File: config.mk
export PLATFORM = sky130hd
export DESIGN_NAME = alu_accumulator
export DESIGN_NICKNAME = d
export VERILOG_FILES = /design/src/rtl/alu_accumulator_pkg.sv /design/src/rtl/alu_accumulator_core.sv /design/src/rtl/alu_accumulator.sv
export SDC_FILE = /design/constraint.sdc
export NUM_CORES = 1
export LEC_CHECK = 0
export CAP_MARGIN = 30
export CORE_ASPECT_RATIO = 1.4
export CORE_UTILIZATION = 45
export DETAILED_ROUTE_END_ITERATION = 10
export PLACE_DENSITY = 0.68
export REMOVE_ABC_BUFFERS = 1
export SLEW_MARGIN = 20
export SYNTH_ARGS = -nofsm -noshare
export SYNTH_HDL_FRONTEND = slang
export SYNTH_SLANG_ARGS = --single-unit
File: constraint.sdc
create_clock -name clk -period 4.64 [get_ports clk]
set_input_delay 0.696 -clock clk [delete_from_list [all_inputs] [get_ports clk]]
set_output_delay 0.696 -clock clk [all_outputs]
set_load 0.05 [all_outputs]
File: src/rtl/alu_accumulator_pkg.sv
// Shared ALU encodings: instruction classes, op codes, MOV codes, operand
// select bit and flag bit positions. The instruction-cycle FSM uses them too.
package alu_accumulator_pkg;

  localparam int unsigned FLAG_W     = 4;
  localparam int unsigned FLAG_ZERO  = 0;
  localparam int unsigned FLAG_CARRY = 1;
  localparam int unsigned FLAG_NEG   = 2;
  localparam int unsigned FLAG_OV    = 3;

  // IR bit choosing operand 2: 0 = IBR (immediate), 1 = MBR (memory)
  localparam int unsigned OPSEL_BIT  = 0;

  typedef enum logic [1:0] {
    CLS_MOV   = 2'b00,
    CLS_ARITH = 2'b01,
    CLS_LOGIC = 2'b10,
    CLS_RSVD  = 2'b11
  } alu_class_e;

  typedef enum logic [3:0] {
    OP_ADD  = 4'h0,
    OP_ADC  = 4'h1,
    OP_SUB  = 4'h2,
    OP_SBB  = 4'h3,
    OP_INC  = 4'h4,
    OP_DEC  = 4'h5,
    OP_CMP  = 4'h6,
    OP_MUL  = 4'h7,
    OP_MOVH = 4'h8
  } arith_op_e;

  typedef enum logic [3:0] {
    OP_AND = 4'h0,
    OP_OR  = 4'h1,
    OP_XOR = 4'h2,
    OP_NOT = 4'h3,
    OP_SHL = 4'h4,
    OP_SHR = 4'h5,
    OP_ROL = 4'h6,
    OP_ROR = 4'h7
  } logic_op_e;

  typedef enum logic [5:0] {
    MOV_NOP     = 6'h00,
    MOV_LOAD_I  = 6'h01,
    MOV_LOAD_X  = 6'h02,
    MOV_STORE_X = 6'h03,
    MOV_STORE_I = 6'h04,
    MOV_JMP     = 6'h08,
    MOV_JZ      = 6'h09,
    MOV_JC      = 6'h0A,
    MOV_JN      = 6'h0B,
    MOV_JV      = 6'h0C
  } mov_op_e;

endpackage

File: src/rtl/alu_accumulator_core.sv
// Combinational ALU: result, HR and next flags from class/code and operands.
// Optional multiplier enabled by defining ALU_MUL_EN.
module alu_core
  import alu_accumulator_pkg::*;
#(
  parameter int unsigned DW = 8
) (
  input  logic [1:0]        cls,
  input  logic [5:0]        code,
  input  logic [DW-1:0]     a,
  input  logic [DW-1:0]     ibr,
  input  logic [DW-1:0]     mbr,
  input  logic [DW-1:0]     hr,
  input  logic [FLAG_W-1:0] flags,
  output logic [DW-1:0]     result_c,
  output logic [DW-1:0]     hr_c,
  output logic [FLAG_W-1:0] flags_c,
  output logic              ar_we_c,
  output logic              hr_we_c,
  output logic              illegal_c
);

  localparam int unsigned MSB = DW - 1;

  logic [DW-1:0] b_sel;
  logic [DW-1:0] opb;
  logic [DW:0]   sum;
  logic          add_op;
  logic          sub_op;
  logic          use_cin;
  logic          upd_zn;
  logic          logic_cls;
  logic          lcarry;

  assign b_sel = code[OPSEL_BIT] ? mbr : ibr;

`ifdef ALU_MUL_EN
  logic [2*DW-1:0] prod;
  assign prod = (2*DW)'(a) * (2*DW)'(b_sel);
`endif

  // Decode and compute; add/sub share one adder, Z/N derived at the end
  always_comb begin
    result_c  = a;
    hr_c      = hr;
    flags_c   = flags;
    ar_we_c   = 1'b0;
    hr_we_c   = 1'b0;
    illegal_c = 1'b0;
    opb       = b_sel;
    add_op    = 1'b0;
    sub_op    = 1'b0;
    use_cin   = 1'b0;
    upd_zn    = 1'b0;
    logic_cls = 1'b0;
    lcarry    = 1'b0;
    sum       = '0;

    case (alu_class_e'(cls))
      CLS_MOV: begin
        case (mov_op_e'(code))
          MOV_NOP, MOV_STORE_X, MOV_STORE_I,
          MOV_JMP, MOV_JZ, MOV_JC, MOV_JN, MOV_JV: ;
          MOV_LOAD_I: begin result_c = ibr; ar_we_c = 1'b1; upd_zn = 1'b1; end
          MOV_LOAD_X: begin result_c = mbr; ar_we_c = 1'b1; upd_zn = 1'b1; end
          default:    illegal_c = 1'b1;
        endcase
      end
      CLS_ARITH: begin
        case (arith_op_e'(code[5:2]))
          OP_ADD: begin add_op = 1'b1; ar_we_c = 1'b1; end
          OP_ADC: begin add_op = 1'b1; use_cin = 1'b1; ar_we_c = 1'b1; end
          OP_SUB: begin sub_op = 1'b1; ar_we_c = 1'b1; end
          OP_SBB: begin sub_op = 1'b1; use_cin = 1'b1; ar_we_c = 1'b1; end
          OP_INC: begin add_op = 1'b1; opb = DW'(1); ar_we_c = 1'b1; end
          OP_DEC: begin sub_op = 1'b1; opb = DW'(1); ar_we_c = 1'b1; end
          OP_CMP: sub_op = 1'b1;
`ifdef ALU_MUL_EN
          OP_MUL: begin
            result_c          = prod[DW-1:0];
            hr_c              = prod[2*DW-1:DW];
            ar_we_c           = 1'b1;
            hr_we_c           = 1'b1;
            upd_zn            = 1'b1;
            flags_c[FLAG_CARRY] = |prod[2*DW-1:DW];
            flags_c[FLAG_OV]    = 1'b0;
          end
`endif
          OP_MOVH: begin result_c = hr; ar_we_c = 1'b1; upd_zn = 1'b1; end
          default: illegal_c = 1'b1;
        endcase
      end
      CLS_LOGIC: begin
        logic_cls = 1'b1;
        case (logic_op_e'(code[5:2]))
          OP_AND: result_c = a & b_sel;
          OP_OR:  result_c = a | b_sel;
          OP_XOR: result_c = a ^ b_sel;
          OP_NOT: result_c = ~a;
          OP_SHL: begin result_c = {a[MSB-1:0], 1'b0}; lcarry = a[MSB]; end
          OP_SHR: begin result_c = {1'b0, a[MSB:1]};   lcarry = a[0];   end
          OP_ROL: begin result_c = {a[MSB-1:0], a[MSB]}; lcarry = a[MSB]; end
          OP_ROR: begin result_c = {a[0], a[MSB:1]};     lcarry = a[0];   end
          default: begin logic_cls = 1'b0; illegal_c = 1'b1; end
        endcase
      end
      default: illegal_c = 1'b1;
    endcase

    if (logic_cls) begin
      ar_we_c             = 1'b1;
      upd_zn              = 1'b1;
      flags_c[FLAG_CARRY] = lcarry;
      flags_c[FLAG_OV]    = 1'b0;
    end

    // Carry out of bit DW is carry for add and borrow for subtract
    if (add_op || sub_op) begin
      if (add_op) begin
        sum = {1'b0, a} + {1'b0, opb} + (DW+1)'(use_cin & flags[FLAG_CARRY]);
        flags_c[FLAG_OV] = (a[MSB] == opb[MSB]) && (sum[MSB] != a[MSB]);
      end else begin
        sum = {1'b0, a} - {1'b0, opb} - (DW+1)'(use_cin & flags[FLAG_CARRY]);
        flags_c[FLAG_OV] = (a[MSB] != opb[MSB]) && (sum[MSB] != a[MSB]);
      end
      result_c            = sum[DW-1:0];
      flags_c[FLAG_CARRY] = sum[DW];
      upd_zn              = 1'b1;
    end

    if (upd_zn) begin
      flags_c[FLAG_ZERO] = (result_c == '0);
      flags_c[FLAG_NEG]  = result_c[MSB];
    end
  end

endmodule

File: src/rtl/alu_accumulator.sv
// Accumulator/flags/HR registers with Exec gating and sticky ill_op.
// Define ALU_MUL_EN to enable the MUL op (otherwise MUL is illegal, HR stays 0).
module alu_accumulator
  import alu_accumulator_pkg::*;
#(
  parameter int unsigned DATA_WIDTH = 8,
  parameter int unsigned INST_WIDTH = 8
) (
  input  logic                  clk,
  input  logic                  arst,
  input  logic                  Exec,
  input  logic [INST_WIDTH-1:0] IR,
  input  logic [INST_WIDTH-1:0] IBR,
  input  logic [DATA_WIDTH-1:0] MBR,
  output logic [DATA_WIDTH-1:0] AR,
  output logic [FLAG_W-1:0]     Flags,
  output logic                  ill_op
);

  logic [DATA_WIDTH-1:0] hr_q;
  logic [DATA_WIDTH-1:0] result_c;
  logic [DATA_WIDTH-1:0] hr_c;
  logic [FLAG_W-1:0]     flags_c;
  logic                  ar_we_c;
  logic                  hr_we_c;
  logic                  illegal_c;

  alu_core #(
    .DW (DATA_WIDTH)
  ) u_core (
    .cls       (IR[7:6]),
    .code      (IR[5:0]),
    .a         (AR),
    .ibr       (DATA_WIDTH'(IBR)),
    .mbr       (MBR),
    .hr        (hr_q),
    .flags     (Flags),
    .result_c  (result_c),
    .hr_c      (hr_c),
    .flags_c   (flags_c),
    .ar_we_c   (ar_we_c),
    .hr_we_c   (hr_we_c),
    .illegal_c (illegal_c)
  );

  // Commit the decoded operation on an Exec strobe; reset dominates
  always_ff @(posedge clk or posedge arst) begin
    if (arst) begin
      AR     <= '0;
      Flags  <= '0;
      hr_q   <= '0;
      ill_op <= 1'b0;
    end else if (Exec) begin
      if (ar_we_c) AR <= result_c;
      if (hr_we_c) hr_q <= hr_c;
      if (illegal_c) ill_op <= 1'b1;
      Flags <= flags_c;
    end
  end

endmodule

==> metrics.md, run 1 <==
| Metric | Value |
|---|---|
| Via density | `5.97` |
| Via count | `2658` |
| Synth Area in XOR/XNOR | `0.0498` |
| CTS sink count | `13` |
| Row cnt | `32` |
| EDFF count, synth | `0` |
| Post-route ant nets | `0` |
| CP max FO | `8` |
| Starting Density | `0.474` |
| Async SR Flop Fraction | `1.00` |
| Min cycle time layout | `4010 ps` |
| Iteration count of the initial detailed-routing pass | `5` |
| Worst Min Path Start | `ill_op` |
| H-tree levels | `1` |
| First-pass GRT wire length | `12.9 mm` |
| Final Non-Filler Cells | `445` |
| Number of endpoints failing setup at the final stage | `0` |
| Hold slack | `467 ps` |
| Top post-synthesis cells by area | `ha_1, dfrtp_1, mux2i_1, o21ai_0, inv_1` |
| Gr usage total | `0.280` |
| Most common cell in the synthesized netlist | `ha_1` |
| Final layout net count | `446` |
| Total power | `1.43 mW` |
| Layout cells sized above 1 | `0.0743` |
| Number of I/O pins | `40` |
| First DRT Iteration DRCs | `286` |
| Critical path type | `input pin to register` |
| Slew headroom | `0.400` |
| Leakage | `1.43 nW` |
| Crit path to | `Flags[0]` |
| Adder-cell share of the synthesized area | `0.206` |
| TritonCTS clock tree | `built` |
| Startpoint Class | `input pin` |
| Crit path launch | `IR[7]` |
| Layout Utilization | `0.565` |
| Worst min-delay path class | `register to register` |
| Wl on met1 | `3.36 mm` |
| Clock slew at reported path FFs | `50 ps` |
| Routed len/inst | `18.1 um` |
| Final instance area | `3150 um^2` |
| Vias in the first global route | `2574` |
| Grt ovf | `0` |
| Hold Vio Cnt, Final | `0` |
| Syn Std Cell Area | `2640 um^2` |
| Multiplexer share of the synthesized area | `0.102` |
| P per Cell Area | `455 nW/um^2` |
| Synth Flop Type | `dfrtp_1` |
| Placer Congestion | `0.958` |
| Largest net degree at the start of global routing | `31` |
| Pre-CTS setup slack | `409 ps` |
| RSZ-0062 raised after global routing | `false` |
| Slew @ Worst Pin | `898 ps` |
| Dpl hpwl | `6.38 mm` |
| DP Cell Count | `441` |
| Post-CTS Resized | `0` |
| Synth warn | `0` |
| Initial antenna violation count | `0` |
| Met3 wire len | `445 um` |
| Total setup buffers inserted after CTS | `0` |
| R2R depth | `8` |
| Area grow syn2layout | `19.4%` |
| Reg2reg start | `AR[1]` |
| Final critical-path share of the clock period | `0.864` |
| Critical path required time | `4770 ps` |
| Post-synth top cells | `ha_1, inv_1, nor2_1, o21ai_0, nand2_1` |
| Yosys cell types | `61` |
| Die Y | `92.6 um` |
| Worst reg2reg setup slack | `1640 ps` |
| Placed inst area | `3100 um^2` |
| Skew final | `1.43 ps` |
| Peak supply drop | `216 uV` |
| Final WS setup | `629 ps` |
| Final WL | `8.06 mm` |
| CTS Buffer Depth | `2` |
| Top Layer Used | `met4` |
| Die area | `6170 um^2` |
| N_diodes | `0` |
| Top-area cell type share of the netlist area | `0.176` |
| Slew Viols, Final | `0` |
| Synth Area in Compound Gates | `0.240` |
| Clock Root Buffer | `clkbuf_8` |
| Die W | `66.7 um` |
| Cts hold-fix bufs | `0` |
| CTS buffer count | `3` |
| IO buf count | `39` |
| Yosys top cell by area | `ha_1` |
| Maxcap violations | `0` |
| Top achievable clock speed | `249 MHz` |
| Main combinational cell family by area after synthesis | `compound AO/OA/AOI/OAI gates` |
| Clk_lat worst skew | `240 ps` |
| Simple-gate share of the synthesized area | `0.195` |
| #FFs+latches synth | `13` |
| Synth Instances | `342` |
| CP endpoint kind | `register` |
| Seq/Total Area, Yosys | `0.123` |
| Worst Path Arrival | `4140 ps` |
| CORE AREA | `5570 um^2` |
| RR Endpoint | `Flags[0]` |
| DR DRC count | `0` |
| Syn avg cell area | `7.71 um^2` |
| Setup TNS | `0 ps` |
| Run status | `complete, no violations` |
| Filler cells | `547` |
| WL met2 | `4.02 mm` |
[power breakdown]
group	internal (mW)	switching [mW]	leakage, nW
clock	0.0607	0.0401	0.0228
sequential	0.153	0.103	0.166
combinational	0.458	0.618	1.24
total	0.672	0.761	1.43
[final cells by class]
cell class / instances / area [um^2] / area share
multi-input combinational: 275 / 2090 / 0.664
timing repair buffer: 49 / 465 / 0.148
sequential: 13 / 325 / 0.103
inverter: 36 / 135 / 0.0429
tap: 68 / 85.1 / 0.0270
clock buffer: 4 / 45.0 / 0.0143
[layout by cell type, fill, tap and decap left out, types with 7 or more instances in the layout]
cell type         n
nand3_1           9
nor2b_1           7
clkdlybuf4s50_1  39
nor2_1           28
a22oi_1          11
nor3_1            8
buf_4            10
o21ai_0          28
ha_1             37
nand2_1          26
xnor2_1          11
dfrtp_1          13
o211ai_1          7
inv_1            36
mux2i_1          19
a21oi_1          15
[registers in the layout (all words and copies together), names as in the netlist]
signal,cells
AR,8
Flags,4
ill_op,1
[worst min-delay path by stage]
stage	endpoint	slack, ps	cells past startpoint
floorplan	AR[0]	570	1
global route	ill_op	490	1
detailed placement	ill_op	460	1
global placement	ill_op	450	1
finish	ill_op	470	1
CTS	ill_op	470	1
[metal layers]
layer | track usage | vias to the layer above
met4 | 0.113 | 0
met5 | 0 | -
li1 | - | 1292
met2 | 0.475 | 99
met3 | 0.0222 | 19
met1 | 0.355 | 1248
[kinds of logic after synthesis]
group / Yosys count
and+or+nand+nor: 101
AOI/OAI and AO/OA: 94
DFF: 13
muxes: 24
adders and majority gates: 41
buffers and inverters: 54
xor gates and xnor gates: 15
[critical path: stages]
cell	delay, ps
clkdlybuf4s50_1	480
nand2b_1	260
nor3b_1	220
buf_4	200
nor2_1	90
fa_1	530
inv_1	60
ha_1	170
o21ai_0	260
a211o_1	230
o21bai_1	80
a21oi_1	170
xor2_1	120
o311a_1	330
a41o_1	250
Power figures use the tool's default switching activity.
==> run 2, diff against run 1 <==
GPL_TIMING_DRIVEN = 0   (was default)
==> run 2 against run 1 <==
Setup slack got worse by 440 ps. Flip-flop and latch count unchanged. Final area increased by 0.12%. Global-route usage decreased by 1.1 points. Sequential power decreased by 2%. Critical path depth decreased by 2. Final cell count decreased by 0.67%. Largest cell class unchanged. Highest routed layer unchanged.
==> metrics.md, run 2 (same netlist as run 1, synthesis figures left out) <==
| Metric | Value |
|---|---|
| DR DRC count | `0` |
| Initial antenna violation count | `0` |
| CP max FO | `12` |
| Regs by FF count | `AR: 8 flops, Flags: 4 flops, ill_op: 1 flops` |
| Reg2reg start | `Flags[1]` |
| Cts hold-fix bufs | `0` |
| Final instance area | `3150 um^2` |
| Number of I/O pins | `40` |
| CTS sink count | `13` |
| Clock Root Buffer | `clkbuf_8` |
| Placer Congestion | `0.871` |
| Clk_lat worst skew | `240 ps` |
| Hold Vio Cnt, Final | `0` |
| Worst Path Arrival | `4580 ps` |
| Slew Viols, Final | `0` |
| First DRT Iteration DRCs | `177` |
| CTS buffer count | `3` |
| Filler cells | `545` |
| Die W | `66.7 um` |
| Critical path required time | `4770 ps` |
| Vias in the first global route | `2646` |
| Largest Register | `AR` |
| Pre-CTS setup slack | `-833 ps` |
| Die area | `6170 um^2` |
| Final WL | `7.66 mm` |
| Starting Density | `0.474` |
| R2R depth | `11` |
| Layout Utilization | `0.566` |
| Run status | `complete, no violations` |
| Iteration count of the initial detailed-routing pass | `4` |
| Flip-flop count of the largest register after layout | `8` |
| Commonest cells after routing, fill and taps aside | `ha_1, clkdlybuf4s50_1, inv_1, nor2_1, o21ai_0` |
| Hold slack | `466 ps` |
| Worst min-delay path class | `register to register` |
| CTS Buffer Depth | `2` |
| Leakage | `1.43 nW` |
| Slew @ Worst Pin | `760 ps` |
| RSZ-0062 raised after global routing | `false` |
| Final layout net count | `443` |
| Via count | `2644` |
| Worst Min Path Start | `ill_op` |
| Top achievable clock speed | `225 MHz` |
| Min cycle time layout | `4450 ps` |
| Startpoint Class | `input pin` |
| Skew final | `1.36 ps` |
| TritonCTS clock tree | `built` |
| Largest net degree at the start of global routing | `27` |
| Slew headroom | `0.492` |
| Gr usage total | `0.268` |
| Via density | `5.98` |
| P per Cell Area | `453 nW/um^2` |
| Critical path type | `input pin to register` |
| CP endpoint kind | `register` |
| Setup TNS | `0 ps` |
| N_diodes | `0` |
| Post-route ant nets | `0` |
| CORE AREA | `5570 um^2` |
| Die Y | `92.6 um` |
| Area grow syn2layout | `19.5%` |
| Final critical-path share of the clock period | `0.959` |
| IO buf count | `39` |
| Number of endpoints failing setup at the final stage | `0` |
| Placed inst area | `3060 um^2` |
| H-tree levels | `1` |
| Row cnt | `32` |
| Max stage delay on crit path | `900 ps` |
| First-pass GRT wire length | `12.7 mm` |
| Worst reg2reg setup slack | `1490 ps` |
| Crit-path cells | `clkdlybuf4s50_1 -> mux2_2 -> nor2_1 -> fa_1 -> inv_1 -> ha_1 -> o21ai_0 -> a211o_1 -> o21bai_1 -> a21oi_1 -> xor2_1 -> o311a_1 -> a41o_1` |
| Grt ovf | `0` |
| RR Endpoint | `Flags[0]` |
| Final WS setup | `190 ps` |
| Peak supply drop | `205 uV` |
| WHS Path Cells | `1` |
| Hold EP | `ill_op` |
| Dpl hpwl | `6.08 mm` |
| Clock slew at reported path FFs | `50 ps` |
| Layout cells sized above 1 | `0.0749` |
| Slowest stage cell, crit path | `clkdlybuf4s50_1` |
| Maxcap violations | `0` |
| Routed len/inst | `17.3 um` |
## run 2: power by group
part / total, mW / internal [mW] / switching (mW)
combinational: 1.07 / 0.456 / 0.618
sequential: 0.252 / 0.153 / 0.0987
clock: 0.102 / 0.0607 / 0.0409
total: 1.43 / 0.670 / 0.758
## run 2: stage by stage
| stage | std cells | power (mW) |
|---|---|---|
| floorplan | 324 | 1.01 |
| global placement | 431 | 1.29 |
| detailed placement | 433 | 1.32 |
| CTS | 441 | 1.43 |
| global route | 442 | 1.56 |
| finish | 442 | 1.43 |
## run 2: repair_timing
action	in CTS	in global routing
resized for setup	4	2
setup endpoints to repair	8	5
setup buffers	4	0
pin swaps	0	0
## run 2: worst max path at each step
stage	from	to	slack (ps)
global route	IR[0]	Flags[0]	5
CTS	IR[0]	Flags[0]	160
floorplan	IR[7]	Flags[0]	910
detailed placement	IR[4]	Flags[0]	-830
global placement	IR[4]	Flags[0]	-1260
finish	IR[0]	Flags[0]	190
## run 2: layout make-up
| class | instances | area, um^2 | area share |
|---|---|---|---|
| Timing Repair Buffer | 46 | 455 | 0.145 |
| Inverter | 36 | 135 | 0.0429 |
| Multi-Input combinational cell | 275 | 2100 | 0.668 |
| Clock buffer | 4 | 45.0 | 0.0143 |
| Sequential cell | 13 | 325 | 0.103 |
| Tap cell | 68 | 85.1 | 0.0270 |
## run 2: routing by layer
layer	vias to the layer above	global-route usage	wire length, um
met3	19	0.0123	370
met4	0	0.131	252
met1	1241	0.325	3180
met5	-	0	0
li1	1289	-	-
met2	95	0.468	3860
## run 2: worst max-delay path, delay by kind of cell
| kind | cells | cell delay (ps) |
|---|---|---|
| compound gates | 6 | 1390 |
| xor+xnor | 1 | 180 |
| fa+ha+maj | 2 | 640 |
| buf+inv | 2 | 1000 |
| mux | 1 | 440 |
| simple gates | 1 | 260 |
